`src/rtl/cache_flush_sweep_engine_pkg.sv`:
```
// Shared types, mode encodings, system defaults and slot-address helper
// for the cache flush/sweep engine.
package PKG_CACHE;

  localparam int SYSTEM_CACHE_FLUSH_ADDR_W          = 64;
  localparam int SYSTEM_CACHE_FLUSH_NUM_WAYS        = 4;
  localparam int SYSTEM_CACHE_FLUSH_NUM_SETS        = 64;
  localparam int SYSTEM_CACHE_FLUSH_LINE_BYTES      = 64;
  localparam int SYSTEM_CACHE_FLUSH_MAX_OUTSTANDING = 8;

  localparam logic CACHE_FLUSH_SET_MAJOR = 1'b0;
  localparam logic CACHE_FLUSH_WAY_MAJOR = 1'b1;

  typedef enum logic [4:0] {
    RESET = 5'b00001,
    IDLE  = 5'b00010,
    ISSUE = 5'b00100,
    DRAIN = 5'b01000,
    DONE  = 5'b10000
  } cache_flush_sweep_state;

  // base + set*LINE_BYTES + way*WAY_STRIDE, shifts only, wraps at 64 bits.
  function automatic logic [63:0] cache_flush_slot_addr(
    input logic [63:0]  base,
    input logic [31:0]  set_idx,
    input logic [31:0]  way_idx,
    input int unsigned  line_log2,
    input int unsigned  way_log2
  );
    return base + (64'(set_idx) << line_log2) + (64'(way_idx) << way_log2);
  endfunction

endpackage

```
`src/rtl/cache_flush_sweep_engine_if.sv`:
```
// Request/ack channel between the sweep engine (master) and the cache port (slave).
interface cache_flush_sweep_engine_if #(
  parameter int ADDR_W = 64
);
  logic              req_valid_out;
  logic              req_ready_in;
  logic [ADDR_W-1:0] req_addr_out;
  logic              resp_ack_in;

  modport master (
    output req_valid_out,
    output req_addr_out,
    input  req_ready_in,
    input  resp_ack_in
  );

  modport slave (
    input  req_valid_out,
    input  req_addr_out,
    output req_ready_in,
    output resp_ack_in
  );
endinterface

```
`src/rtl/cache_flush_sweep_engine_credit.sv`:
```
// Saturating up/down count of requests in flight; full reflects the count
// after this cycle's handshake and ack have been applied.
module cache_flush_credit_counter #(
  parameter int MAX_COUNT = 8
) (
  input  logic                             clk,
  input  logic                             rst_n,
  input  logic                             inc,
  input  logic                             dec,
  output logic [$clog2(MAX_COUNT+1)-1:0]   count_nxt,
  output logic                             full
);
  localparam int CW = $clog2(MAX_COUNT + 1);

  logic [CW-1:0] count_q;
  logic          inc_ok;
  logic          dec_ok;

  // An ack with nothing in flight refers to no request and is dropped.
  assign inc_ok = inc && (count_q != CW'(MAX_COUNT));
  assign dec_ok = dec && (count_q != '0);

  always_comb begin
    count_nxt = count_q;
    case ({inc_ok, dec_ok})
      2'b10:   count_nxt = count_q + 1'b1;
      2'b01:   count_nxt = count_q - 1'b1;
      default: count_nxt = count_q;
    endcase
  end

  assign full = (count_nxt == CW'(MAX_COUNT));

  always_ff @(posedge clk or negedge rst_n) begin
    if (!rst_n) count_q <= '0;
    else        count_q <= count_nxt;
  end
endmodule

```
`src/rtl/cache_flush_sweep_engine.sv`:
```
// Walks every (set, way) slot and issues one conflicting line read per slot,
// under a credit limit, with abort and drain of outstanding reads.
module cache_flush_sweep_engine
  import PKG_CACHE::*;
#(
  parameter int ADDR_W          = SYSTEM_CACHE_FLUSH_ADDR_W,
  parameter int NUM_WAYS        = SYSTEM_CACHE_FLUSH_NUM_WAYS,
  parameter int NUM_SETS        = SYSTEM_CACHE_FLUSH_NUM_SETS,
  parameter int LINE_BYTES      = SYSTEM_CACHE_FLUSH_LINE_BYTES,
  parameter int MAX_OUTSTANDING = SYSTEM_CACHE_FLUSH_MAX_OUTSTANDING
) (
  input  logic                                      ap_clk,
  input  logic                                      ap_rst_n,
  input  logic                                      start_in,
  input  logic [ADDR_W-1:0]                         base_addr_in,
  input  logic                                      mode_in,
  input  logic                                      abort_in,
  cache_flush_sweep_engine_if.master                req_bus,
  output logic                                      busy_out,
  output logic                                      done_out,
  output logic                                      aborted_out,
  output logic [$clog2(NUM_SETS*NUM_WAYS+1)-1:0]    issued_count_out
);
  localparam int          TOTAL    = NUM_SETS * NUM_WAYS;
  localparam int          CNT_W    = $clog2(TOTAL + 1);
  localparam int          OUT_W    = $clog2(MAX_OUTSTANDING + 1);
  localparam int unsigned LINE_LOG = $clog2(LINE_BYTES);
  localparam int unsigned SET_LOG  = $clog2(NUM_SETS);
  localparam int unsigned WAY_LOG  = $clog2(NUM_WAYS);

  cache_flush_sweep_state state_q;
  logic [ADDR_W-1:0]      base_q;
  logic                   mode_q;
  logic [CNT_W-1:0]       issued_q;
  logic [CNT_W-1:0]       issued_nxt;
  logic                   req_valid_q;
  logic [ADDR_W-1:0]      req_addr_q;
  logic                   busy_q;
  logic                   done_q;
  logic                   aborted_q;
  logic                   hs;
  logic                   credit_full;
  logic [OUT_W-1:0]       outstanding_nxt;

  // Slot index -> (set, way): the inner index is the low bits of the slot.
  function automatic logic [ADDR_W-1:0] slot_addr(
    input logic [ADDR_W-1:0] base,
    input logic              mode,
    input logic [31:0]       idx
  );
    logic [31:0] s;
    logic [31:0] w;
    if (mode == CACHE_FLUSH_WAY_MAJOR) begin
      s = idx & 32'(NUM_SETS - 1);
      w = idx >> SET_LOG;
    end else begin
      w = idx & 32'(NUM_WAYS - 1);
      s = idx >> WAY_LOG;
    end
    return ADDR_W'(cache_flush_slot_addr(64'(base), s, w, LINE_LOG, LINE_LOG + SET_LOG));
  endfunction

  assign hs         = req_valid_q & req_bus.req_ready_in;
  assign issued_nxt = issued_q + CNT_W'(hs);

  cache_flush_credit_counter #(
    .MAX_COUNT (MAX_OUTSTANDING)
  ) u_credit (
    .clk       (ap_clk),
    .rst_n     (ap_rst_n),
    .inc       (hs),
    .dec       (req_bus.resp_ack_in),
    .count_nxt (outstanding_nxt),
    .full      (credit_full)
  );

  always_ff @(posedge ap_clk or negedge ap_rst_n) begin
    if (!ap_rst_n) begin
      state_q     <= IDLE;
      base_q      <= '0;
      mode_q      <= CACHE_FLUSH_SET_MAJOR;
      issued_q    <= '0;
      req_valid_q <= 1'b0;
      req_addr_q  <= '0;
      busy_q      <= 1'b0;
      done_q      <= 1'b0;
      aborted_q   <= 1'b0;
    end else begin
      done_q <= 1'b0;
      case (state_q)
        IDLE: begin
          if (start_in) begin
            state_q     <= ISSUE;
            base_q      <= base_addr_in;
            mode_q      <= mode_in;
            issued_q    <= '0;
            aborted_q   <= 1'b0;
            busy_q      <= 1'b1;
            req_valid_q <= 1'b1;
            req_addr_q  <= slot_addr(base_addr_in, mode_in, 32'd0);
          end
        end
        ISSUE: begin
          issued_q <= issued_nxt;
          // Abort wins over a final-slot handshake; that handshake still counts.
          if (abort_in || (hs && (issued_nxt == CNT_W'(TOTAL)))) begin
            state_q     <= DRAIN;
            req_valid_q <= 1'b0;
            aborted_q   <= abort_in;
          end else begin
            req_valid_q <= !credit_full;
            if (hs) req_addr_q <= slot_addr(base_q, mode_q, 32'(issued_nxt));
          end
        end
        DRAIN: begin
          if (outstanding_nxt == '0) begin
            state_q <= DONE;
            busy_q  <= 1'b0;
            done_q  <= 1'b1;
          end
        end
        DONE:    state_q <= IDLE;
        default: state_q <= IDLE;
      endcase
    end
  end

  assign req_bus.req_valid_out = req_valid_q;
  assign req_bus.req_addr_out  = req_addr_q;
  assign busy_out              = busy_q;
  assign done_out              = done_q;
  assign aborted_out           = aborted_q;
  assign issued_count_out      = issued_q;
endmodule

```
`src/flat_wrapper.sv`:
```
// flat-port wrapper written by rule: the top's interface ports become plain ports
module cache_flush_sweep_engine_flat import PKG_CACHE::*;
#(
  parameter int ADDR_W          = SYSTEM_CACHE_FLUSH_ADDR_W,
  parameter int NUM_WAYS        = SYSTEM_CACHE_FLUSH_NUM_WAYS,
  parameter int NUM_SETS        = SYSTEM_CACHE_FLUSH_NUM_SETS,
  parameter int LINE_BYTES      = SYSTEM_CACHE_FLUSH_LINE_BYTES,
  parameter int MAX_OUTSTANDING = SYSTEM_CACHE_FLUSH_MAX_OUTSTANDING
)
  (ap_clk, ap_rst_n, start_in, base_addr_in, mode_in, abort_in, busy_out, done_out, aborted_out, issued_count_out, req_bus_req_valid_out, req_bus_req_addr_out, req_bus_req_ready_in, req_bus_resp_ack_in);
  cache_flush_sweep_engine_if #(.ADDR_W(ADDR_W)) req_bus_i ();
  input  logic ap_clk;
  input  logic ap_rst_n;
  input  logic start_in;
  input  logic [ADDR_W-1:0] base_addr_in;
  input  logic mode_in;
  input  logic abort_in;
  output logic busy_out;
  output logic done_out;
  output logic aborted_out;
  output logic [$clog2(NUM_SETS*NUM_WAYS+1)-1:0] issued_count_out;
  output wire logic [$bits(req_bus_i.req_valid_out)-1:0] req_bus_req_valid_out;
  output wire logic [$bits(req_bus_i.req_addr_out)-1:0] req_bus_req_addr_out;
  input wire logic [$bits(req_bus_i.req_ready_in)-1:0] req_bus_req_ready_in;
  input wire logic [$bits(req_bus_i.resp_ack_in)-1:0] req_bus_resp_ack_in;
  assign req_bus_req_valid_out = req_bus_i.req_valid_out;
  assign req_bus_req_addr_out = req_bus_i.req_addr_out;
  assign req_bus_i.req_ready_in = req_bus_req_ready_in;
  assign req_bus_i.resp_ack_in = req_bus_resp_ack_in;
  cache_flush_sweep_engine #(.ADDR_W(ADDR_W), .NUM_WAYS(NUM_WAYS), .NUM_SETS(NUM_SETS), .LINE_BYTES(LINE_BYTES), .MAX_OUTSTANDING(MAX_OUTSTANDING)) u_core (.ap_clk(ap_clk), .ap_rst_n(ap_rst_n), .start_in(start_in), .base_addr_in(base_addr_in), .mode_in(mode_in), .abort_in(abort_in), .req_bus(req_bus_i), .busy_out(busy_out), .done_out(done_out), .aborted_out(aborted_out), .issued_count_out(issued_count_out));
endmodule
```
`config.mk`:
```
export PLATFORM = sky130hd
export DESIGN_NAME = cache_flush_sweep_engine_flat
export DESIGN_NICKNAME = d
export VERILOG_FILES = /design/src/rtl/cache_flush_sweep_engine_pkg.sv /design/src/rtl/cache_flush_sweep_engine_if.sv /design/src/rtl/cache_flush_sweep_engine_credit.sv /design/src/rtl/cache_flush_sweep_engine.sv /design/src/flat_wrapper.sv
export SDC_FILE = /design/constraint.sdc
export NUM_CORES = 1
export LEC_CHECK = 0
export ABC_AREA = 1
export CAP_MARGIN = 20
export CORE_ASPECT_RATIO = 0.6
export CORE_MARGIN = 10
export CORE_UTILIZATION = 40
export CTS_CLUSTER_DIAMETER = 200
export CTS_CLUSTER_SIZE = 40
export DETAILED_ROUTE_END_ITERATION = 10
export DONT_BUFFER_PORTS = 1
export GPL_TIMING_DRIVEN = 0
export PLACE_DENSITY = 0.55
export SYNTH_ARGS = -nofsm -noshare
export SYNTH_HDL_FRONTEND = slang
export SYNTH_SLANG_ARGS = --single-unit
```
`constraint.sdc`:
```
create_clock -name ap_clk -period 6.3 [get_ports ap_clk]
set_input_delay 1.26 -clock ap_clk [delete_from_list [all_inputs] [get_ports ap_clk]]
set_output_delay 1.26 -clock ap_clk [all_outputs]
set_load 0.02 [all_outputs]
```
# After elaboration in Yosys (flattened, before gate mapping)
# Cells that the tools add are included.
[word_totals]
out_inout_bits = 77
ram_bits = 0
latchBits = 0
register_bits = 151
rom_bits = 0
inputBits = 71
memories = 0
[classes]
add_sub_neg = 7
mul = 0
shift = 0
n_reduce_logical = 15
order_cmp = 0
n_mux = 31
bitwise = 1
n_div = 0
eq_ne = 13
[ops]
columns = ["operator", "count"]
rows = [
  ["32-bit 2-to-1 mux", 8],
  ["64-bit 2-to-1 mux", 3],
  ["64-bit by 38-bit adder with 64-bit output", 2],
  ["64-bit by 44-bit adder with 64-bit output", 2],
  ["64-bit one-hot mux with 2 select lines", 1],
  ["9-bit one-hot mux with 2 select lines", 1],
  ["5-bit 2-to-1 mux", 3],
  ["5-bit one-hot mux with 3 select lines", 1],
  ["9-bit by 1-bit adder with 9-bit output", 1],
  ["9-bit equality test (second input constant)", 1],
  ["9-bit 2-to-1 mux", 1],
  ["3-bit AND reduction", 3],
  ["4-bit one-hot mux with 2 select lines", 1],
  ["1-bit 2-to-1 mux", 7],
  ["7-bit 2-to-1 mux", 1],
  ["2-bit by 1-bit != test with 1-bit output (second input constant)", 3],
  ["1-bit one-hot mux with 2 select lines", 3],
  ["5-bit by 2-bit equality test with 1-bit output (second input constant)", 1],
  ["5-bit by 3-bit equality test with 1-bit output (second input constant)", 1],
  ["5-bit by 4-bit equality test with 1-bit output (second input constant)", 1],
  ["4-bit by 1-bit adder with 4-bit output (second input constant)", 1],
  ["4-bit equality test (second input constant)", 1],
  ["4-bit zero test", 1],
  ["2-bit != test (second input constant)", 2],
  ["13 further kinds", 17],
]

# Logic depth before layout (Yosys ltp)
# Gate-level depths: netlist (run 1).
[depth]
ltp_word = 12
mapped_depth = 27
depth_no_buf = 27

# Hierarchy
# From an unflattened synthesis (run 1), not the netlist that was laid out.
[hier_totals]
cells_unflattened = 1424
area_unflattened_um2 = 9888.2
[by_module_without_submodules]
columns = ["mod", "area_per_inst_um2", "instances", "cells_each"]
rows = [
  ["cache_flush_sweep_engine", 9541.7, 1, 1376],
  ["cache_flush_credit_counter", 346.6, 1, 48],
]

# Worst setup path before layout (run 1)
# No wires, ideal clock.
[synth_timing]
kind = "input-to-reg"
startpoint = "input port req_bus_req_ready_in"
endpoint = "register u_core.req_addr_q[26], in the netlist u_core.req_bus.req_addr_out[26]"
cell_stages = 23
setup_slack_ps = 1979
t_required_ps = 6183
path_buffers = 0
arrival_time_ps = 4204
setup_ps = 117
path_cell_list = "nand2_1 -> inv_2 -> ha_1 -> ha_1 -> nand2_2 -> clkinv_1 -> nand2_1 -> o21ai_2 -> nand2_1 -> o21ai_0 -> fa_1 -> ha_1 -> nand2_1 -> nor2_1 -> nand3_1 -> nand2_1 -> nand2_1 -> nand2_1 -> nand3_1 -> nand3_1 -> o21ai_0 -> nand2_1 -> nand2_1"
[synth_between]
elab_chain_len = 11
[synth_rtl]
columns = ["element", "line", "text"]
rows = [
  ["start, declared", "flat_wrapper.sv:24", "input wire logic [$bits(req_bus_i.req_ready_in)-1:0] req_bus_req_ready_in;"],
  ["1-bit bitwise AND (*)", "cache_flush_sweep_engine.sv:63", "assign hs = req_valid_q & req_bus.req_ready_in;"],
  ["9-bit by 1-bit adder with 9-bit output", "cache_flush_sweep_engine.sv:64", "assign issued_nxt = issued_q + CNT_W'(hs);"],
  ["7-bit 2-to-1 mux", "cache_flush_sweep_engine.sv:53", "if (mode == CACHE_FLUSH_WAY_MAJOR) begin"],
  ["32-bit 2-to-1 mux", "cache_flush_sweep_engine.sv:112", "if (hs) req_addr_q <= slot_addr(base_q, mode_q, 32'(issued_nxt));"],
  ["32-bit 2-to-1 mux", "cache_flush_sweep_engine.sv:106", "if (abort_in || (hs && (issued_nxt == CNT_W'(TOTAL)))) begin"],
  ["32-bit 2-to-1 mux", "cache_flush_sweep_engine.sv:90", "case (state_q)"],
  ["64-bit by 38-bit adder with 64-bit output", "cache_flush_sweep_engine_pkg.sv:30", "return base + (64'(set_idx) << line_log2) + (64'(way_idx) << way_log2);"],
  ["64-bit by 44-bit adder with 64-bit output", "cache_flush_sweep_engine_pkg.sv:30", ""],
  ["64-bit 2-to-1 mux", "cache_flush_sweep_engine.sv:112", ""],
  ["64-bit 2-to-1 mux", "cache_flush_sweep_engine.sv:106", ""],
  ["64-bit one-hot mux with 2 select lines", "cache_flush_sweep_engine.sv:90", ""],
  ["end signal, assigned", "cache_flush_sweep_engine.sv:100", "req_addr_q <= slot_addr(base_addr_in, mode_in, 32'd0);"],
  ["end signal, assigned", "cache_flush_sweep_engine.sv:112", ""],
  ["end, declared", "cache_flush_sweep_engine.sv:37", "logic [ADDR_W-1:0] req_addr_q;"],
]
# Mark *: on every way between the ends. The rest lies on a longest branch, timed or not. The select of a mux whose other input is x is not followed.
# A chain may end at the register's enable or synchronous reset.

# Final worst setup path (run 1)
# Same ends and word-level chain as after synthesis.

==> impl_metrics.csv, run 1 <==
group,metric,value,unit
status,status,"finished clean",
logic_synthesis,synth_area_leaders,"dfrtp_1 38%, nand2_1 21%, inv_1 5.5%",
power_and_ir_drop,combPwrFrac,38.0,%
logic_synthesis,syn_inst,1414,
place,dpl.hpwl,28180,um
finish,area_growth_syn_to_layout,10.39,%
critical_path,cp_num_buf_inv,2,
grt,use_met3,7.632,%
sta,fin_crit_sh,76.79,%
route,viasPerCell,5.204,
logic_synthesis,synth.net_count,1510,
power_and_ir_drop,p_total,5.191,mW
critical_path,crit_chain,"nand2_1 > inv_2 > ha_1 > ha_1 > nand2_2 > clkinv_1 > nand2_1 > o21ai_2 > nand2_1 > o21ai_0 > fa_1 > ha_1 > nand2_1 > nor2_1 > nand3_1 > nand2_1 > nand2_1 > nand2_1 > nand3_1 > nand3_1 > o21ai_0 > nand2_1 > nand2_1",
logic_synthesis,yosysUniqueCellTypes,38,
clock_tree,cts_max_level,4,
logic_synthesis,syn_area,9807,um2
worst_hold_path,worstHoldPathType,"register to register",
critical_path,critPathSlowestCell,"nand2_1",
critical_path,cp_data_arrival_time,5170,ps
sta,final.min_clock_period,4838,ps
power_and_ir_drop,power_leakage,5.648,nW
finish,drive_gt1_share,9.343,%
route,drc,0,
clock_tree,cts_resized,0,
grt,grt-ovfl-total,0,
logic_synthesis,synth_flop_cell,"dfrtp_1",
route,first_pass_iters,6,
logic_synthesis,synth.most_common_cell,"nand2_1",
die,die_area,31390,um2
die,fp.dieW,222.1,um
grt,grt_pass1_wl,54620,um
route,wl_per_cell,20.18,um
sta,setup_slack,1462,ps
sta,tns,0,ps
route,ant_nets,0,
place,place_worst_setup_slack,1106,ps
logic_synthesis,synthArstFlopShare,100.0,%
grt,grtUsageMet2,28.95,%
route,drtIter0Drc,880,
die,ios,148,
clock_tree,numCtsBuffers,17,
sta,tightest_slew,962.9,ps
grt,grt_pass1_vias,8594,
clock_tree,post_cts_buffers,0,
power_and_ir_drop,peakVddDrop,0.2162,mV
logic_synthesis,synth_top_cell_area_share,38.02,%
clock_tree,ctsHoldBuffers,0,
place,place_area,10210,um2
power_and_ir_drop,p_seq_share,40.8,%
logic_synthesis,yosysSeqAreaShare,38.29,%
route,routed_wl,35680,um
power_and_ir_drop,power_switching,2.425,mW
critical_path,worstSetupEndpointType,"register",
finish,fillCellCount,2520,
sta,final-max-slew-violation-count,0,
clock_tree,clk_latency,450,ps
power_and_ir_drop,internal_power,2.766,mW
finish,multiInputGateArea,5177,um2
die,dieHeight,141.3,um
sta,rsz0062_at_grt,"no",
critical_path,crit_fanout,10,
logic_synthesis,synth_common_cells,"555 x nand2_1, 149 x dfrtp_1, 143 x inv_1",
die,rows,44,
grt,grt_use_total,22.79,%
clock_tree,cts.sinks,150,
clock_tree,cts-root-buf,"clkbuf_16",
critical_path,worstSetupPathType,"input port to register",
logic_synthesis,yosysTopAreaCell,"dfrtp_1",
sta,relSlewSlack,35.38,%
critical_path,cp_slowest_stage_delay,490,ps
grt,grt_max_degree,151,
grt,antenna_found_initial,0,
die,start_util,40.58,%
grt,busiest_layer,"met1",
run,max-cap-violations,0,
clock_tree,cts_buffer_depth,2,
grt,grt_use_met1,35.41,%
logic_synthesis,synth_seq_cells,150,
critical_path,path_common_cell,"nand2_1",
place,io_buffers,0,
power_and_ir_drop,clockPowerShare,21.2,%
critical_path,start_kind,"input port",
critical_path,cp_top_family,"simple AND/OR/NAND/NOR gates",
power_and_ir_drop,swShare,46.71,%
place,gp_congestion,0.9854,
sta,max_freq,206.7,MHz
sta,hold_viol,0,
logic_synthesis,synth_edf_count,0,
sta,clock-skew-final,13.17,ps
logic_synthesis,syn_avg_cell_area,6.936,um2
finish,register_area,3755,um2
sta,setup_viol,0,
finish,fin_nets,1529,
route,vias,9201,
clock_tree,cts_tree,"yes",
logic_synthesis,synth_warnings,0,
critical_path,worstPathRequired,6640,ps
die,core,24170,um2
clock_tree,clk_pin_slew,60,ps
finish,design_area,10830,um2
power_and_ir_drop,power.density,479.5,nW/um2
==> worst paths after layout <==
check,endpoint,slack [ps],cells past startpoint,start
setup / recovery,u_core.req_bus.req_addr_out[26]$_DFFE_PN0P_,1460,23,req_bus_req_ready_in
hold / removal,u_core.base_q[5]$_DFFE_PN0P_,510,2,u_core.base_q[5]$_DFFE_PN0P_
setup reg to reg,u_core.req_bus.req_addr_out[26]$_DFFE_PN0P_,1730,23,u_core.req_bus.req_valid_out$_DFFE_PN0P_
hold reg to reg,u_core.base_q[5]$_DFFE_PN0P_,510,2,u_core.base_q[5]$_DFFE_PN0P_
max in group asynchronous,u_core.state_q[1]$_DFFE_PN1P_,5520,0,ap_rst_n
min in group asynchronous,u_core.req_bus.req_addr_out[29]$_DFFE_PN0P_,520,0,ap_rst_n
==> cells in the final DEF (no fill, tap or decap), types with 7 or more instances in the layout <==
cell       netlist  final
ha_1            22     22
inv_1          143    143
nor2_1         137    137
o22ai_1          7      7
nand3_1         96     96
mux2_2          14     14
clkbuf_1        25     27
xor2_1           7      7
nand3b_1         7      7
o21ai_0         61     61
clkbuf_16        0     17
a21oi_1         54     54
nand3_2         50     50
dfrtp_1        149    149
nand2_1        555    555
nand4_1         17     17
==> sequential cells by signal (all words and copies together) (netlist names) <==
register,cells
u_core.busy_out,1
u_core.base_q,64
u_core.done_out,1
u_core.issued_count_out,9
u_core.state_q,4
u_core.mode_q,1
u_core.req_bus.req_addr_out,64
u_core.u_credit.count_q,4
u_core.req_bus.req_valid_out,1
u_core.aborted_out,1
==> worst reg2reg max path: cells and delay by family (launching register included) <==
kind                       cells  cell delay [ps]
buffers and inverters          2              230
DFF                            1              480
AOI/OAI and AO/OA              3              550
and+or+nand+nor               14             1970
adders and majority gates      4             1220
==> metal layers <==
metal	share of wire [%]	up-vias
met5	0	-
met4	0.89	0
met3	11	22
met2	37	334
met1	52	4329
li1	-	4516
==> power by group through the flow <==
stage | clock network, mW | logic [mW] | registers [mW]
after global routing | 1.17 | 2.25 | 2.19
after floorplan | 0 | 1.47 | 1.97
after detailed placement | 0 | 1.96 | 2.13
after global placement | 0 | 1.93 | 2.13
after CTS | 1.13 | 1.97 | 2.12
final | 1.10 | 1.97 | 2.12
==> layout make-up <==
cell class	instances	share of cell area [%]
Tap cell	322	3.722
Sequential cell	150	34.69
Antenna cell	1	0.02312
Multi-Input combinational cell	1067	47.83
Buffer	49	2.947
Inverter	148	5.132
Clock buffer	21	4.253
Clock inverter	10	1.410
==> cells by family after synthesis <==
group,share of synthesized area [%]
adder cells (fa/ha/maj),3.419
AO/OA/AOI/OAI,6.762
AND/OR/NAND/NOR,40.11
buffers and inverters,8.918
flip-flops,38.29
XOR/XNOR,0.8931
multiplexers,1.608
==> stage by stage <==
stage	instances	hold slack [ps]	util (%)
after CTS	1767	489.5	44.78
after global placement	1736	481.9	42.24
after global routing	1767	478.8	44.78
final	1768	505.4	44.79
after floorplan	1414	459.4	-
after detailed placement	1736	490.1	42.24
Note: power is estimated with default switching activity, not from simulation.
==> run 2: changes to the inputs <==
==> constraint.sdc (replaced) <==
create_clock -name ap_clk -period 4.9 [get_ports ap_clk]
set_input_delay 0.98 -clock ap_clk [delete_from_list [all_inputs] [get_ports ap_clk]]
set_output_delay 0.98 -clock ap_clk [all_outputs]
set_load 0.02 [all_outputs]
==> impl_metrics.csv, run 2 (synthesized netlist as in run 1, its figures left out) <==
group,metric,value,unit
status,status,"finished clean",
power_and_ir_drop,power.density,616.4,nW/um2
clock_tree,clk_latency,450,ps
critical_path,critPathLaunch,"u_core.req_bus.req_valid_out$_DFFE_PN0P_",
critical_path,critPathSlowestCell,"dfrtp_1",
route,drtIter0Drc,925,
critical_path,cp_top_family,"simple AND/OR/NAND/NOR gates",
clock_tree,cts_tree,"yes",
sta,relSlewSlack,42.14,%
critical_path,start_kind,"register",
route,wl_per_cell,20.19,um
clock_tree,cts.sinks,150,
sta,rsz0062_at_grt,"no",
clock_tree,cts_max_level,4,
place,dpl.hpwl,28180,um
clock_tree,clk_pin_slew,60,ps
run,max-cap-violations,0,
route,routed_wl,35700,um
die,start_util,40.58,%
critical_path,cp_data_arrival_time,4810,ps
clock_tree,numCtsBuffers,17,
place,place_area,10210,um2
sta,final-max-slew-violation-count,0,
sta,hold_viol,0,
critical_path,r2r_start,"u_core.req_bus.req_valid_out$_DFFE_PN0P_",
sta,fin_crit_sh,91.40,%
sta,tns,0,ps
power_and_ir_drop,p_total,6.676,mW
route,ant_nets,0,
critical_path,worstSetupEndpointType,"register",
die,rows,44,
power_and_ir_drop,power_leakage,5.649,nW
place,place_worst_setup_slack,-13.94,ps
route,drc,0,
grt,grt-ovfl-total,0,
critical_path,cp_slowest_stage_delay,480,ps
clock_tree,ctsHoldBuffers,0,
critical_path,crit_chain,"nand2_1 > inv_2 > ha_1 > ha_1 > nand2_2 > clkinv_1 > nand2_1 > o21ai_2 > nand2_1 > o21ai_0 > fa_1 > ha_1 > nand2_1 > nor2_1 > nand3_1 > nand2_1 > nand2_1 > nand2_1 > nand3_1 > nand3_1 > o21ai_0 > nand2_1 > nand2_1",
sta,setup_viol,0,
critical_path,worstPathRequired,5230,ps
grt,grt_pass1_wl,54620,um
finish,layout_commonest_cell,"nand2_1",
worst_hold_path,worstHoldPathType,"input port to asynchronous set/reset pin",
die,fp.dieW,222.1,um
critical_path,cp_num_buf_inv,2,
sta,final.min_clock_period,4479,ps
sta,clock-skew-final,13.40,ps
die,ios,148,
route,vias,9223,
finish,design_area,10830,um2
sta,max_freq,223.3,MHz
place,io_buffers,0,
route,viasPerCell,5.217,
die,core,24170,um2
sta,tightest_slew,867.9,ps
place,gp_congestion,0.9854,
clock_tree,cts-root-buf,"clkbuf_16",
sta,setup_slack,421.2,ps
critical_path,crit_fanout,10,
finish,final_cell_mix,"554 x nand2_1, 149 x dfrtp_1, 143 x inv_1",
grt,antenna_found_initial,0,
finish,drive_gt1_share,9.481,%
die,dieHeight,141.3,um
finish,area_growth_syn_to_layout,10.45,%
critical_path,worstSetupPathType,"register to register",
grt,grt_max_degree,151,
grt,grt_use_total,22.79,%
grt,grt_pass1_vias,8594,
finish,fin_nets,1529,
finish,fillCellCount,2519,
die,die_area,31390,um2
clock_tree,cts_buffer_depth,2,
critical_path,path_common_cell,"nand2_1",
route,first_pass_iters,6,
power_and_ir_drop,peakVddDrop,0.2776,mV
run 2: cell counts in the layout (fill, tap and decap cells not counted):
No cell type changed its count.
run 2: cell type report:
class / count / area, um2 / share of cell area (%)
diodes: 1 / 2.502 / 0.02310
plain buffers: 49 / 319.1 / 2.946
clock buffers: 21 / 460.4 / 4.251
clock inverters: 10 / 152.6 / 1.409
inverters: 148 / 555.5 / 5.129
multi-input cells: 1067 / 5184 / 47.86
flip-flops and latches: 150 / 3755 / 34.67
well taps: 322 / 402.9 / 3.720
run 2: final timing paths:
kind | to | slack (ps) | cells after the start
max | u_core.req_bus.req_addr_out[27]$_DFFE_PN0P_ | 420 | 23
min | u_core.req_bus.req_addr_out[29]$_DFFE_PN0P_ | 240 | 0
max reg2reg | u_core.req_bus.req_addr_out[27]$_DFFE_PN0P_ | 420 | 23
min reg2reg | u_core.base_q[5]$_DFFE_PN0P_ | 510 | 2
max in group asynchronous | u_core.state_q[1]$_DFFE_PN1P_ | 4400 | 0
min in group ap_clk | u_core.base_q[5]$_DFFE_PN0P_ | 510 | 2
run 2: report_power, final:
part / internal, mW / switching (mW) / leakage, nW / total [mW]
logic: 0.883 / 1.66 / 3.54 / 2.54
clock network: 0.871 / 0.544 / 0.302 / 1.41
registers: 1.80 / 0.919 / 1.81 / 2.72
run 2: timing repair:
item / in CTS / in global routing
gates resized for setup: 0 / 2
setup buffers: 0 / 0
setup endpoints to repair: 0 / 3
run 2: layer usage:
metal | vias up | track usage, % | wire (um)
met4 | 0 | 4.385 | 319
met1 | 4347 | 35.41 | 18680
li1 | 4511 | - | -
met3 | 22 | 7.632 | 3591
met2 | 343 | 28.95 | 13100
met5 | - | 0 | 0
run 2: stage by stage:
stage | cells | hold WS, ps | util [%]
floorplan | 1414 | 459.4 | -
global placement | 1736 | 481.9 | 42.24
detailed placement | 1736 | 490.1 | 42.24
CTS | 1767 | 209.5 | 44.78
global route | 1767 | 198.8 | 44.81
finish | 1768 | 235.6 | 44.82
==> run 3: changes to the inputs <==
--- a/config.mk
+++ b/config.mk
@@ -11,9 +11,10 @@
 export CORE_MARGIN = 10
 export CORE_UTILIZATION = 40
 export CTS_CLUSTER_DIAMETER = 200
-export CTS_CLUSTER_SIZE = 40
+export CTS_CLUSTER_SIZE = 8
 export DETAILED_ROUTE_END_ITERATION = 10
 export DONT_BUFFER_PORTS = 1
+export GPL_ROUTABILITY_DRIVEN = 0
 export GPL_TIMING_DRIVEN = 0
 export PLACE_DENSITY = 0.55
 export SYNTH_ARGS = -nofsm -noshare
==> impl_metrics.csv, run 3 (synthesized netlist as in run 1, its figures left out) <==
group,metric,value,unit
critical_path,regToRegSetupSlack,430,ps
finish,final_cell_mix,"555 x nand2_1, 149 x dfrtp_1, 143 x inv_1",
clock_tree,cts_tree,"yes",
finish,fillCellCount,2545,
critical_path,path_common_cell,"nand2_1",
critical_path,worstSetupEndpointType,"register",
die,ios,148,
die,dieHeight,141.3,um
route,routed_wl,35080,um
critical_path,start_kind,"register",
critical_path,critPathSlowestCell,"dfrtp_1",
finish,area_growth_syn_to_layout,9.875,%
finish,fin_nets,1529,
critical_path,cp_num_buf_inv,2,
critical_path,r2r_cells,23,
sta,setup_viol,0,
clock_tree,post_cts_buffers,0,
power_and_ir_drop,peakVddDrop,0.3163,mV
critical_path,crit_fanout,10,
power_and_ir_drop,power.density,612.5,nW/um2
clock_tree,cts.sinks,150,
sta,rsz0062_at_grt,"no",
critical_path,worstPathRequired,5240,ps
finish,drive_gt1_share,8.921,%
critical_path,worstSetupPathType,"register to register",
die,die_area,31390,um2
power_and_ir_drop,power_leakage,5.619,nW
status,status,"finished clean",
grt,grt_use_met1,33.50,%
sta,max_freq,223.5,MHz
clock_tree,ctsHoldBuffers,0,
clock_tree,cts_buffer_depth,2,
grt,antenna_found_initial,0,
sta,fin_crit_sh,91.29,%
route,drc,0,
clock_tree,cts_resized,0,
place,dpl.hpwl,27480,um
clock_tree,clk_pin_slew,60,ps
finish,layout_commonest_cell,"nand2_1",
route,wl_per_cell,19.84,um
die,start_util,40.58,%
sta,hold_viol,0,
sta,setup_slack,426.7,ps
sta,tightest_slew,991.9,ps
grt,grtUsageMet2,28.43,%
sta,tns,0,ps
sta,relSlewSlack,33.43,%
run,max-cap-violations,0,
finish,n_antenna_cell,0,
grt,grt_pass1_vias,8565,
route,ant_nets,0,
critical_path,cp_slowest_stage_delay,480,ps
route,vias,9230,
grt,grt_pass1_wl,53200,um
critical_path,cp_top_family,"simple AND/OR/NAND/NOR gates",
critical_path,r2r_start,"u_core.req_bus.req_valid_out$_DFFE_PN0P_",
place,place_worst_setup_slack,55.85,ps
sta,final.min_clock_period,4473,ps
place,io_buffers,0,
critical_path,crit_chain,"nand2_1 > inv_2 > ha_1 > ha_1 > nand2_2 > clkinv_1 > nand2_1 > o21ai_2 > nand2_1 > o21ai_0 > fa_1 > ha_1 > nand2_1 > nor2_1 > nand3_1 > nand2_1 > nand2_1 > nand2_1 > nand3_1 > nand3_1 > o21ai_0 > nand2_1 > nand2_1",
worst_hold_path,worstHoldPathType,"input port to asynchronous set/reset pin",
critical_path,rr_endpoint,"u_core.req_bus.req_addr_out[26]$_DFFE_PN0P_",
clock_tree,cts-root-buf,"clkbuf_16",
route,viasPerCell,5.221,
die,fp.dieW,222.1,um
route,drtIter0Drc,976,
route,first_pass_iters,6,
grt,grt_use_total,22.19,%
clock_tree,clk_latency,450,ps
clock_tree,numCtsBuffers,17,
grt,use_met3,8.679,%
critical_path,cp_data_arrival_time,4820,ps
sta,clock-skew-final,10.06,ps
die,core,24170,um2
power_and_ir_drop,p_total,6.600,mW
die,rows,44,
grt,grt-ovfl-total,0,
sta,final-max-slew-violation-count,0,
clock_tree,cts_max_level,4,
grt,busiest_layer,"met1",
grt,grt_max_degree,151,
## run 3: cell types whose count changed in the layout (fill, tap and decap cells not counted), sizes merged
cell / delta
clkbuf: +8
clkinv: -4
bufinv: -2
clkinvlp: -1
diode: -1
## run 3: worst max path at each step
stage	from	end	slack, ps	depth (start not counted)
detailed placement	req_bus_req_ready_in	u_core.req_bus.req_addr_out[26]$_DFFE_PN0P_	60	23
global placement	req_bus_req_ready_in	u_core.req_bus.req_addr_out[26]$_DFFE_PN0P_	50	23
finish	u_core.req_bus.req_valid_out$_DFFE_PN0P_	u_core.req_bus.req_addr_out[26]$_DFFE_PN0P_	430	23
global route	u_core.req_bus.req_valid_out$_DFFE_PN0P_	u_core.req_bus.req_addr_out[27]$_DFFE_PN0P_	30	23
CTS	u_core.req_bus.req_valid_out$_DFFE_PN0P_	u_core.req_bus.req_addr_out[26]$_DFFE_PN0P_	490	23
floorplan	req_bus_req_ready_in	u_core.req_bus.req_addr_out[26]$_DFFE_PN0P_	860	23
## run 3: power breakdown
part / internal (mW) / switching [mW]
clock: 0.791 / 0.536
combinational: 0.884 / 1.66
sequential: 1.80 / 0.926
total: 3.48 / 3.12
## run 3: layout make-up
class,count,area (um2),share of cell area [%]
plain buffers,49,319.1,2.961
clock buffers,29,500.5,4.645
clock inverters,3,65.06,0.6038
inverters,148,555.5,5.156
multi-input cells,1067,5177,48.05
flip-flops and latches,150,3755,34.85
well taps,322,402.9,3.739
## run 3: metal layers
layer	share of wire [%]	routed length [um]
met1	50	17390
met3	12	4358
met2	37	12970
met5	0	0
met4	1.0	362
## run 3: through the flow
step | cell area [um2] | std cells | util, % | hold WS (ps)
after CTS | 10780 | 1768 | 44.58 | 206.3
after floorplan | 9807 | 1414 | - | 459.4
after detailed placement | 10210 | 1736 | 42.24 | 487.3
final | 10780 | 1768 | 44.58 | 224.4
after global routing | 10780 | 1768 | 44.58 | 204.7
after global placement | 10210 | 1736 | 42.24 | 484.6
## run 3: worst reg2reg max path: stages (launching register included)
cell and delay [ps]:
dfrtp_1 480, nand2_1 100, inv_2 120, ha_1 200, ha_1 190, nand2_2 90, clkinv_1 120, nand2_1 70
o21ai_2 140, nand2_1 110, o21ai_0 240, fa_1 470, ha_1 360, nand2_1 120, nor2_1 150, nand3_1 80
nand2_1 230, nand2_1 80, nand2_1 470, nand3_1 130, nand3_1 120, o21ai_0 140, nand2_1 120, nand2_1 50
